<file path="src/rtl/uart_fifo_pkg.sv">
// Shared register map, STATUS/CTRL bit positions and TX FSM encodings
// for the buffered UART peripheral.
package uart_fifo_pkg;

    localparam logic [3:0] ADDR_TX_RDY = 4'd0;
    localparam logic [3:0] ADDR_TX_DAT = 4'd1;
    localparam logic [3:0] ADDR_RX_RDY = 4'd2;
    localparam logic [3:0] ADDR_RX_DAT = 4'd3;
    localparam logic [3:0] ADDR_TX_CNT = 4'd4;
    localparam logic [3:0] ADDR_RX_CNT = 4'd5;
    localparam logic [3:0] ADDR_STATUS = 4'd6;
    localparam logic [3:0] ADDR_CTRL   = 4'd7;

    localparam int ST_RX_OVERRUN  = 0;
    localparam int ST_TX_OVERFLOW = 1;
    localparam int ST_TX_ACTIVE   = 2;
    localparam int ST_RX_FULL     = 3;
    localparam int ST_TX_EMPTY    = 4;

    localparam int CTRL_FLUSH_RX = 0;
    localparam int CTRL_FLUSH_TX = 1;

    typedef enum logic [1:0] {
        TX_IDLE      = 2'd0,
        TX_LOAD      = 2'd1,
        TX_WAIT_BUSY = 2'd2,
        TX_WAIT_DONE = 2'd3
    } tx_state_t;

endpackage

</file>
<file path="src/rtl/serial_rx.sv">
// Library 8N1 serial receiver; pulses o_wr for one cycle per good frame.
// No reset: synchroniser stores the inverted line so power-up reads idle.
module serial_rx #(
    parameter int CLKS_PER_BIT = 16
) (
    input  logic       i_clk,
    input  logic       i_rx,
    output logic       o_wr,
    output logic [7:0] o_data
);
    localparam int CW = $clog2(CLKS_PER_BIT + 1);

    logic          meta_n, sync_n, line, busy;
    logic [CW-1:0] cnt;
    logic [3:0]    idx;
    logic [7:0]    shreg;

    assign line   = ~sync_n;
    assign o_data = shreg;

    always_ff @(posedge i_clk) begin
        meta_n <= ~i_rx;
        sync_n <= meta_n;
        o_wr   <= 1'b0;
        if (!busy) begin
            if (!line) begin
                busy <= 1'b1;
                cnt  <= CW'(CLKS_PER_BIT / 2 - 1);
                idx  <= 4'd0;
            end
        end else if (cnt != '0) begin
            cnt <= cnt - CW'(1);
        end else begin
            cnt <= CW'(CLKS_PER_BIT - 1);
            idx <= idx + 4'd1;
            // idx 0 re-checks the start bit, 9 is the stop bit
            if (idx == 4'd0) begin
                if (line) busy <= 1'b0;
            end else if (idx == 4'd9) begin
                busy <= 1'b0;
                o_wr <= line;
            end else begin
                shreg <= {line, shreg[7:1]};
            end
        end
    end

endmodule

</file>
<file path="src/rtl/serial_tx.sv">
// Library 8N1 serial transmitter. It has no reset; the frame register
// is kept inverted so an all-zero power-up state idles the line high.
module serial_tx #(
    parameter int CLKS_PER_BIT = 16
) (
    input  logic       i_clk,
    input  logic       i_wr,
    input  logic [7:0] i_data,
    output logic       o_tx,
    output logic       o_busy
);
    localparam int CW = $clog2(CLKS_PER_BIT + 1);

    logic [9:0]    sh_n;
    logic [3:0]    left;
    logic [CW-1:0] cnt;

    assign o_busy = (left != 4'd0);
    assign o_tx   = o_busy ? ~sh_n[0] : 1'b1;

    always_ff @(posedge i_clk) begin
        if (!o_busy) begin
            if (i_wr) begin
                sh_n <= ~{1'b1, i_data, 1'b0};
                left <= 4'd10;
                cnt  <= '0;
            end
        end else if (cnt == CW'(CLKS_PER_BIT - 1)) begin
            cnt  <= '0;
            sh_n <= {1'b0, sh_n[9:1]};
            left <= left - 4'd1;
        end else begin
            cnt <= cnt + CW'(1);
        end
    end

endmodule

</file>
<file path="src/rtl/uart_fifo_sync_fifo.sv">
// Synchronous FIFO with flush and occupancy count; flush beats push/pop,
// and a pop frees room for a same-cycle push when full.
module sync_fifo #(
    parameter int WIDTH      = 8,
    parameter int DEPTH_LOG2 = 4
) (
    input  logic                  i_clk,
    input  logic                  i_rst,
    input  logic                  i_flush,
    input  logic                  i_push,
    input  logic [WIDTH-1:0]      i_data,
    input  logic                  i_pop,
    output logic [WIDTH-1:0]      o_data,
    output logic                  o_full,
    output logic                  o_empty,
    output logic [DEPTH_LOG2:0]   o_count
);
    localparam int CW = DEPTH_LOG2 + 1;

    logic [WIDTH-1:0]      mem [2**DEPTH_LOG2];
    logic [DEPTH_LOG2-1:0] wr_ptr, rd_ptr;
    logic                  do_push, do_pop;

    assign o_empty = (o_count == '0);
    assign o_full  = o_count[DEPTH_LOG2];
    assign o_data  = mem[rd_ptr];
    assign do_pop  = i_pop && !o_empty;
    assign do_push = i_push && (!o_full || do_pop);

    always_ff @(posedge i_clk) begin
        if (i_rst || i_flush) begin
            wr_ptr  <= '0;
            rd_ptr  <= '0;
            o_count <= '0;
        end else begin
            if (do_push) wr_ptr <= wr_ptr + 1'b1;
            if (do_pop)  rd_ptr <= rd_ptr + 1'b1;
            o_count <= o_count + CW'(do_push) - CW'(do_pop);
        end
    end

    always_ff @(posedge i_clk) begin
        if (do_push && !i_flush) mem[wr_ptr] <= i_data;
    end

endmodule

</file>
<file path="src/rtl/uart_fifo.sv">
// Buffered UART: register-mapped TX/RX FIFOs around serial_tx/serial_rx.
// Define UART_LOOPBACK_EN to feed the receiver from o_tx (self-test builds).
module uart_fifo
    import uart_fifo_pkg::*;
#(
    parameter int CLK_FREQ      = 48_000_000,
    parameter int BAUD_RATE     = 115_200,
    parameter int TX_DEPTH_LOG2 = 4,
    parameter int RX_DEPTH_LOG2 = 4
) (
    input  logic       i_clk,
    input  logic       i_rst,
    input  logic       i_rx,
    output logic       o_tx,
    input  logic       i_en,
    input  logic       i_wr,
    input  logic [3:0] i_addr,
    input  logic [7:0] i_data,
    output logic [7:0] o_data
);
    localparam int CPB = CLK_FREQ / BAUD_RATE;

    logic rd, wr, status_rd, rx_line;
    logic tx_push, tx_pop, flush_tx, tx_full, tx_empty;
    logic rx_pop, flush_rx, rx_full, rx_empty;
    logic tx_wr, tx_busy, rx_wr;
    logic rx_overrun, tx_overflow, ovr_evt, ovf_evt;
    logic [TX_DEPTH_LOG2:0] tx_count;
    logic [RX_DEPTH_LOG2:0] rx_count;
    logic [7:0] tx_head, tx_byte, rx_head, rx_data, status, rd_mux;
    tx_state_t state, state_nx;

    assign rd        = i_en && !i_wr;
    assign wr        = i_en && i_wr;
    assign status_rd = rd && (i_addr == ADDR_STATUS);
    assign rx_pop    = rd && (i_addr == ADDR_RX_DAT);
    assign tx_push   = wr && (i_addr == ADDR_TX_DAT);
    assign flush_tx  = wr && (i_addr == ADDR_CTRL) && i_data[CTRL_FLUSH_TX];
    assign flush_rx  = wr && (i_addr == ADDR_CTRL) && i_data[CTRL_FLUSH_RX];
    assign ovf_evt   = tx_push && tx_full && !tx_pop;
    assign ovr_evt   = rx_wr && rx_full && !rx_pop;

`ifdef UART_LOOPBACK_EN
    logic unused_rx;
    assign unused_rx = i_rx;
    assign rx_line   = o_tx;
`else
    assign rx_line = i_rx;
`endif

    sync_fifo #(.WIDTH(8), .DEPTH_LOG2(TX_DEPTH_LOG2)) u_tx_fifo (
        .i_clk(i_clk), .i_rst(i_rst), .i_flush(flush_tx),
        .i_push(tx_push), .i_data(i_data), .i_pop(tx_pop),
        .o_data(tx_head), .o_full(tx_full), .o_empty(tx_empty),
        .o_count(tx_count)
    );

    sync_fifo #(.WIDTH(8), .DEPTH_LOG2(RX_DEPTH_LOG2)) u_rx_fifo (
        .i_clk(i_clk), .i_rst(i_rst), .i_flush(flush_rx),
        .i_push(rx_wr), .i_data(rx_data), .i_pop(rx_pop),
        .o_data(rx_head), .o_full(rx_full), .o_empty(rx_empty),
        .o_count(rx_count)
    );

    serial_tx #(.CLKS_PER_BIT(CPB)) u_tx (
        .i_clk(i_clk), .i_wr(tx_wr), .i_data(tx_byte),
        .o_tx(o_tx), .o_busy(tx_busy)
    );

    serial_rx #(.CLKS_PER_BIT(CPB)) u_rx (
        .i_clk(i_clk), .i_rx(rx_line),
        .o_wr(rx_wr), .o_data(rx_data)
    );

    // A flush in the same cycle must not let the head escape to the line
    always_comb begin
        state_nx = state;
        tx_pop   = 1'b0;
        tx_wr    = 1'b0;
        unique case (state)
            TX_IDLE: begin
                if (!tx_empty && !tx_busy && !flush_tx) begin
                    tx_pop   = 1'b1;
                    state_nx = TX_LOAD;
                end
            end
            TX_LOAD: begin
                tx_wr    = 1'b1;
                state_nx = TX_WAIT_BUSY;
            end
            TX_WAIT_BUSY: if (tx_busy) state_nx = TX_WAIT_DONE;
            TX_WAIT_DONE: if (!tx_busy) state_nx = TX_IDLE;
        endcase
    end

    always_ff @(posedge i_clk) begin
        if (i_rst) state <= TX_IDLE;
        else       state <= state_nx;
        if (tx_pop) tx_byte <= tx_head;
    end

    always_comb begin
        status                 = '0;
        status[ST_RX_OVERRUN]  = rx_overrun;
        status[ST_TX_OVERFLOW] = tx_overflow;
        status[ST_TX_ACTIVE]   = (state != TX_IDLE);
        status[ST_RX_FULL]     = rx_full;
        status[ST_TX_EMPTY]    = tx_empty;
    end

    always_comb begin
        rd_mux = 8'h00;
        unique case (i_addr)
            ADDR_TX_RDY: rd_mux = tx_full ? 8'h00 : 8'hFF;
            ADDR_RX_RDY: rd_mux = rx_empty ? 8'h00 : 8'hFF;
            ADDR_RX_DAT: rd_mux = rx_empty ? 8'h00 : rx_head;
            ADDR_TX_CNT: rd_mux = 8'(tx_count);
            ADDR_RX_CNT: rd_mux = 8'(rx_count);
            ADDR_STATUS: rd_mux = status;
            default:     rd_mux = 8'h00;
        endcase
    end

    always_ff @(posedge i_clk) begin
        if (i_rst) begin
            o_data      <= 8'h00;
            rx_overrun  <= 1'b0;
            tx_overflow <= 1'b0;
        end else begin
            if (rd) o_data <= rd_mux;
            rx_overrun  <= ovr_evt || (rx_overrun && !status_rd);
            tx_overflow <= ovf_evt || (tx_overflow && !status_rd);
        end
    end

endmodule

</file>
<file path="config.mk">
export PLATFORM = sky130hd
export DESIGN_NAME = uart_fifo
export DESIGN_NICKNAME = d
export VERILOG_FILES = /design/src/rtl/uart_fifo_pkg.sv /design/src/rtl/serial_rx.sv /design/src/rtl/serial_tx.sv /design/src/rtl/uart_fifo_sync_fifo.sv /design/src/rtl/uart_fifo.sv
export SDC_FILE = /design/constraint.sdc
export NUM_CORES = 1
export LEC_CHECK = 0
export ABC_AREA = 0
export CAP_MARGIN = 20
export CORE_MARGIN = 10
export CORE_UTILIZATION = 30
export CTS_BUF_LIST = sky130_fd_sc_hd__clkbuf_8
export DETAILED_ROUTE_END_ITERATION = 12
export HOLD_SLACK_MARGIN = 0.12
export PLACE_DENSITY = 0.46
export SLEW_MARGIN = 20
export SYNTH_ARGS = -nofsm -noshare
export SYNTH_HDL_FRONTEND = slang
export SYNTH_HIERARCHICAL = 1
export SYNTH_SLANG_ARGS = --single-unit
</file>
<file path="constraint.sdc">
create_clock -name i_clk -period 4.25 [get_ports i_clk]
set_clock_uncertainty 0.2 [all_clocks]
set_input_delay 1.0625 -clock i_clk [delete_from_list [all_inputs] [get_ports i_clk]]
set_output_delay 1.0625 -clock i_clk [all_outputs]
set_load 0.01 [all_outputs]
</file>
==> flow_summary_export.csv <==
group,metric,value,unit
sta,max_slew.worst_pin.slew,0.913,ns
worst_setup_path,r2r-end,"u_tx_fifo/o_count[4]",
finish,finalInstanceArea,0.0172,mm²
worst_setup_path,start_kind,"register",
clocking,cts_resized,0,
route,vias,7982,
die,die_area,0.0590,mm²
die,placementRows,81,
clocking,clock-root-buffer,"clkbuf_8",
finish,n_antenna_cell,0,
place,placed_area,0.0161,mm²
worst_setup_path,crit_type,"reg -> out",
worst_setup_path,r2r_start,"u_tx_fifo/o_count[2]",
synth,yosysWarnings,6,
synth,synth_nets,950,
worst_hold_path,holdPathStages,0,
finish,layout_common_cells,"307 x edfxtp_1, 66 x inv_1, 61 x clkbuf_8",
grt,grtUsageTotal,11.2,%
route,vias_per_cell,4.69,
route,wirelength,33.4,mm
synth,syn_area,0.0149,mm²
clocking,htree_levels,2,
route,wl_per_cell,19.6,µm
status,status,"completed",
sta,slew_headroom,39.2,%
job,drv_cap,0,
worst_setup_path,path_cells,"inv_1, ha_1, nor3b_2, inv_1, buf_4, nand2_1, clkdlybuf4s50_1",
synth,yosysSeqAreaShare,68.5,%
worst_setup_path,cp-end-kind,"output pin",
sta,clock.fmax,262,MHz
route,drc,0,
place,gp_congestion,0.727,
synth,ys.flop_type,"edfxtp_1",
die,coreArea,0.0491,mm²
clocking,clock_latency,0.65,ns
grt,overflow,0,
worst_setup_path,worst-path-max-fanout,22,
clocking,numCtsBuffers,60,
route,first_pass_iters,4,
worst_hold_path,holdPathEnd,"u_rx/sync_n",
route,dr.first_iter.drc_count,558,
synth,synth_cell_types,67,
finish,fin_nets,1042,
worst_setup_path,crit_required,2.99,ns
worst_setup_path,rr_worst_depth,17,
power,ir_drop,210,µV
grt,grt_first_pass_wirelength,50.2,mm
clocking,path_clk_slew,0.06,ns
place,io_buffers,25,
die,die_x,243,µm
sta,tns,0,ns
synth,syn_area_per_cell,16.6,µm²
sta,rsz0062_at_grt,"false",
route,ant_nets,0,
worst_setup_path,critPathMaxStageDelay,0.53,ns
worst_setup_path,cpMostUsedCell,"inv_1",
sta,timing.final.crit_share,89.8,%
die,start_util,30.4,%
worst_hold_path,min-delay-start,"u_rx/meta_n",
finish,area.growth.synth_to_final,15.2,%
synth,async_flop_share,0,%
place,hpwl,21.6,mm
grt,grt_pass1_vias,7997,
sta,drv_slew,0,
sta,period_needed,3.82,ns
finish,final_layout_size_suffix_gt1_share,16.0,%
synth,synth_edf_count,307,
clocking,clock-sinks,357,
worst_hold_path,hold_class,"reg -> reg",
clocking,post-cts-setup-buffer-count,0,
sta,hold_viol_final,0,
finish,final_common_cell,"edfxtp_1",
grt,grt_max_degree,33,
die,io_pins,26,
die,die_h,243,µm
power,p_leak,5.80,nW
grt,antenna_found_initial,0,
clocking,clockBufferDepth,3,
power,p_per_area,423,mW/mm²
synth,synth_cells,899,
worst_setup_path,crit_slowest_cell,"clkdlybuf4s50_1",
synth,synth-seq-cells,357,
worst_setup_path,ff2ff_setup_slack,0.67,ns
sta,setup_viol,0,
worst_setup_path,cp.arrival,2.55,ns
clocking,cts_tree,"yes",
clocking,cts_hold_buf,0,
state kept, by name (all words and copies together) (netlist names), 8 cells and up, named ones only:
register	cells
u_rx_fifo/mem	128
u_tx_fifo/mem	128
u_rx/cnt	9
u_tx/cnt	9
u_tx/sh_n	9
o_data	8
tx_byte	8
u_rx/o_data	8
synth_stat cells, types with 4 or more instances:
cell,count,share of area (%)
nand2b_1,8,0.34
xnor2_1,10,0.59
dfxtp_1,50,6.7
nand3_1,13,0.44
or3_1,7,0.29
nor4b_1,4,0.23
xor2_1,15,0.88
mux4_1,28,4.9
o21ai_1,5,0.17
o211ai_1,6,0.30
inv_1,43,1.1
clkbuf_1,6,0.15
buf_6,6,0.45
buf_2,11,0.37
a211oi_1,4,0.20
o31ai_1,8,0.40
a21oi_1,25,0.84
nor2b_1,6,0.25
buf_4,5,0.25
mux2i_1,7,0.47
ha_1,32,2.7
or4_1,5,0.25
o21ai_0,14,0.47
a22oi_1,32,1.6
edfxtp_1,307,62
nand2_1,48,1.2
mux4_2,36,5.4
a221oi_1,5,0.29
clkdlybuf4s25_2,6,0.40
nor2_1,50,1.3
and2_1,35,1.5
and3_1,7,0.29
final cells by class:
cell class	count	area, µm²
clock buffer	61	840
tap	664	831
sequential	357	10200
fill	4786	31900
multi-input combinational	463	4290
inverter	43	161
timing repair buffer	66	558
clock inverter	49	290
metrics by stage:
step	utilization, %	power (W)	instances	hold slack (ns)	setup slack, ns
2_1_floorplan	-	0.00430	899	0.110	0.0858
3_3_place_gp	32.7	0.00443	1593	0.110	0.0689
3_5_place_dp	32.7	0.00444	1593	0.118	0.0679
4_1_cts	35.1	0.00740	1703	0.126	0.349
5_1_grt	35.1	0.00761	1703	0.141	0.215
6_report	35.1	0.00727	1703	0.123	0.434
layer usage:
metal  vias to the layer above  track usage [%]  wire length, µm
li1                       3706                -                -
met1                      4076             16.1            16300
met2                       145             16.4            14900
met3                        55             2.02             1380
met4                         0             4.14              816
met5                         -                0                0
worst max path at each step:
stage                             from              endpoint  slack [ns]  cells past startpoint
after floorplan              i_addr[0]  u_tx_fifo/o_count[4]        0.09                     14
after global placement       i_addr[1]  u_tx_fifo/o_count[4]        0.07                     14
after detailed placement     i_addr[0]  u_tx_fifo/o_count[4]        0.07                     13
after CTS                 u_tx/left[0]                  o_tx        0.35                      7
after global routing      u_tx/left[0]                  o_tx        0.21                      7
final                     u_tx/left[0]                  o_tx        0.43                      7
power breakdown:
group | internal [W] | switching [W]
Clock | 0.00152 | 0.00139
Combinational | 0.000148 | 0.000185
Sequential | 0.00392 | 0.000114
kinds of logic (layout without fill, tap and decap cells):
logic type | after synthesis | after routing | share of synthesized area (%)
compound gates | 119 | 119 | 5.41
xor+xnor | 25 | 25 | 1.47
fa+ha+maj | 34 | 34 | 2.95
buf+inv | 79 | 219 | 2.76
flops | 357 | 357 | 68.5
mux | 74 | 74 | 11.1
simple gates | 211 | 211 | 7.82
worst max-delay path, delay by kind of cell (launching register included):
kind,cells,cell delay [ns]
adders and majority gates,1,0.21
buffers and inverters,4,0.97
DFF,1,0.41
and+or+nand+nor,2,0.33
Note: power is estimated with default switching activity, not from simulation.
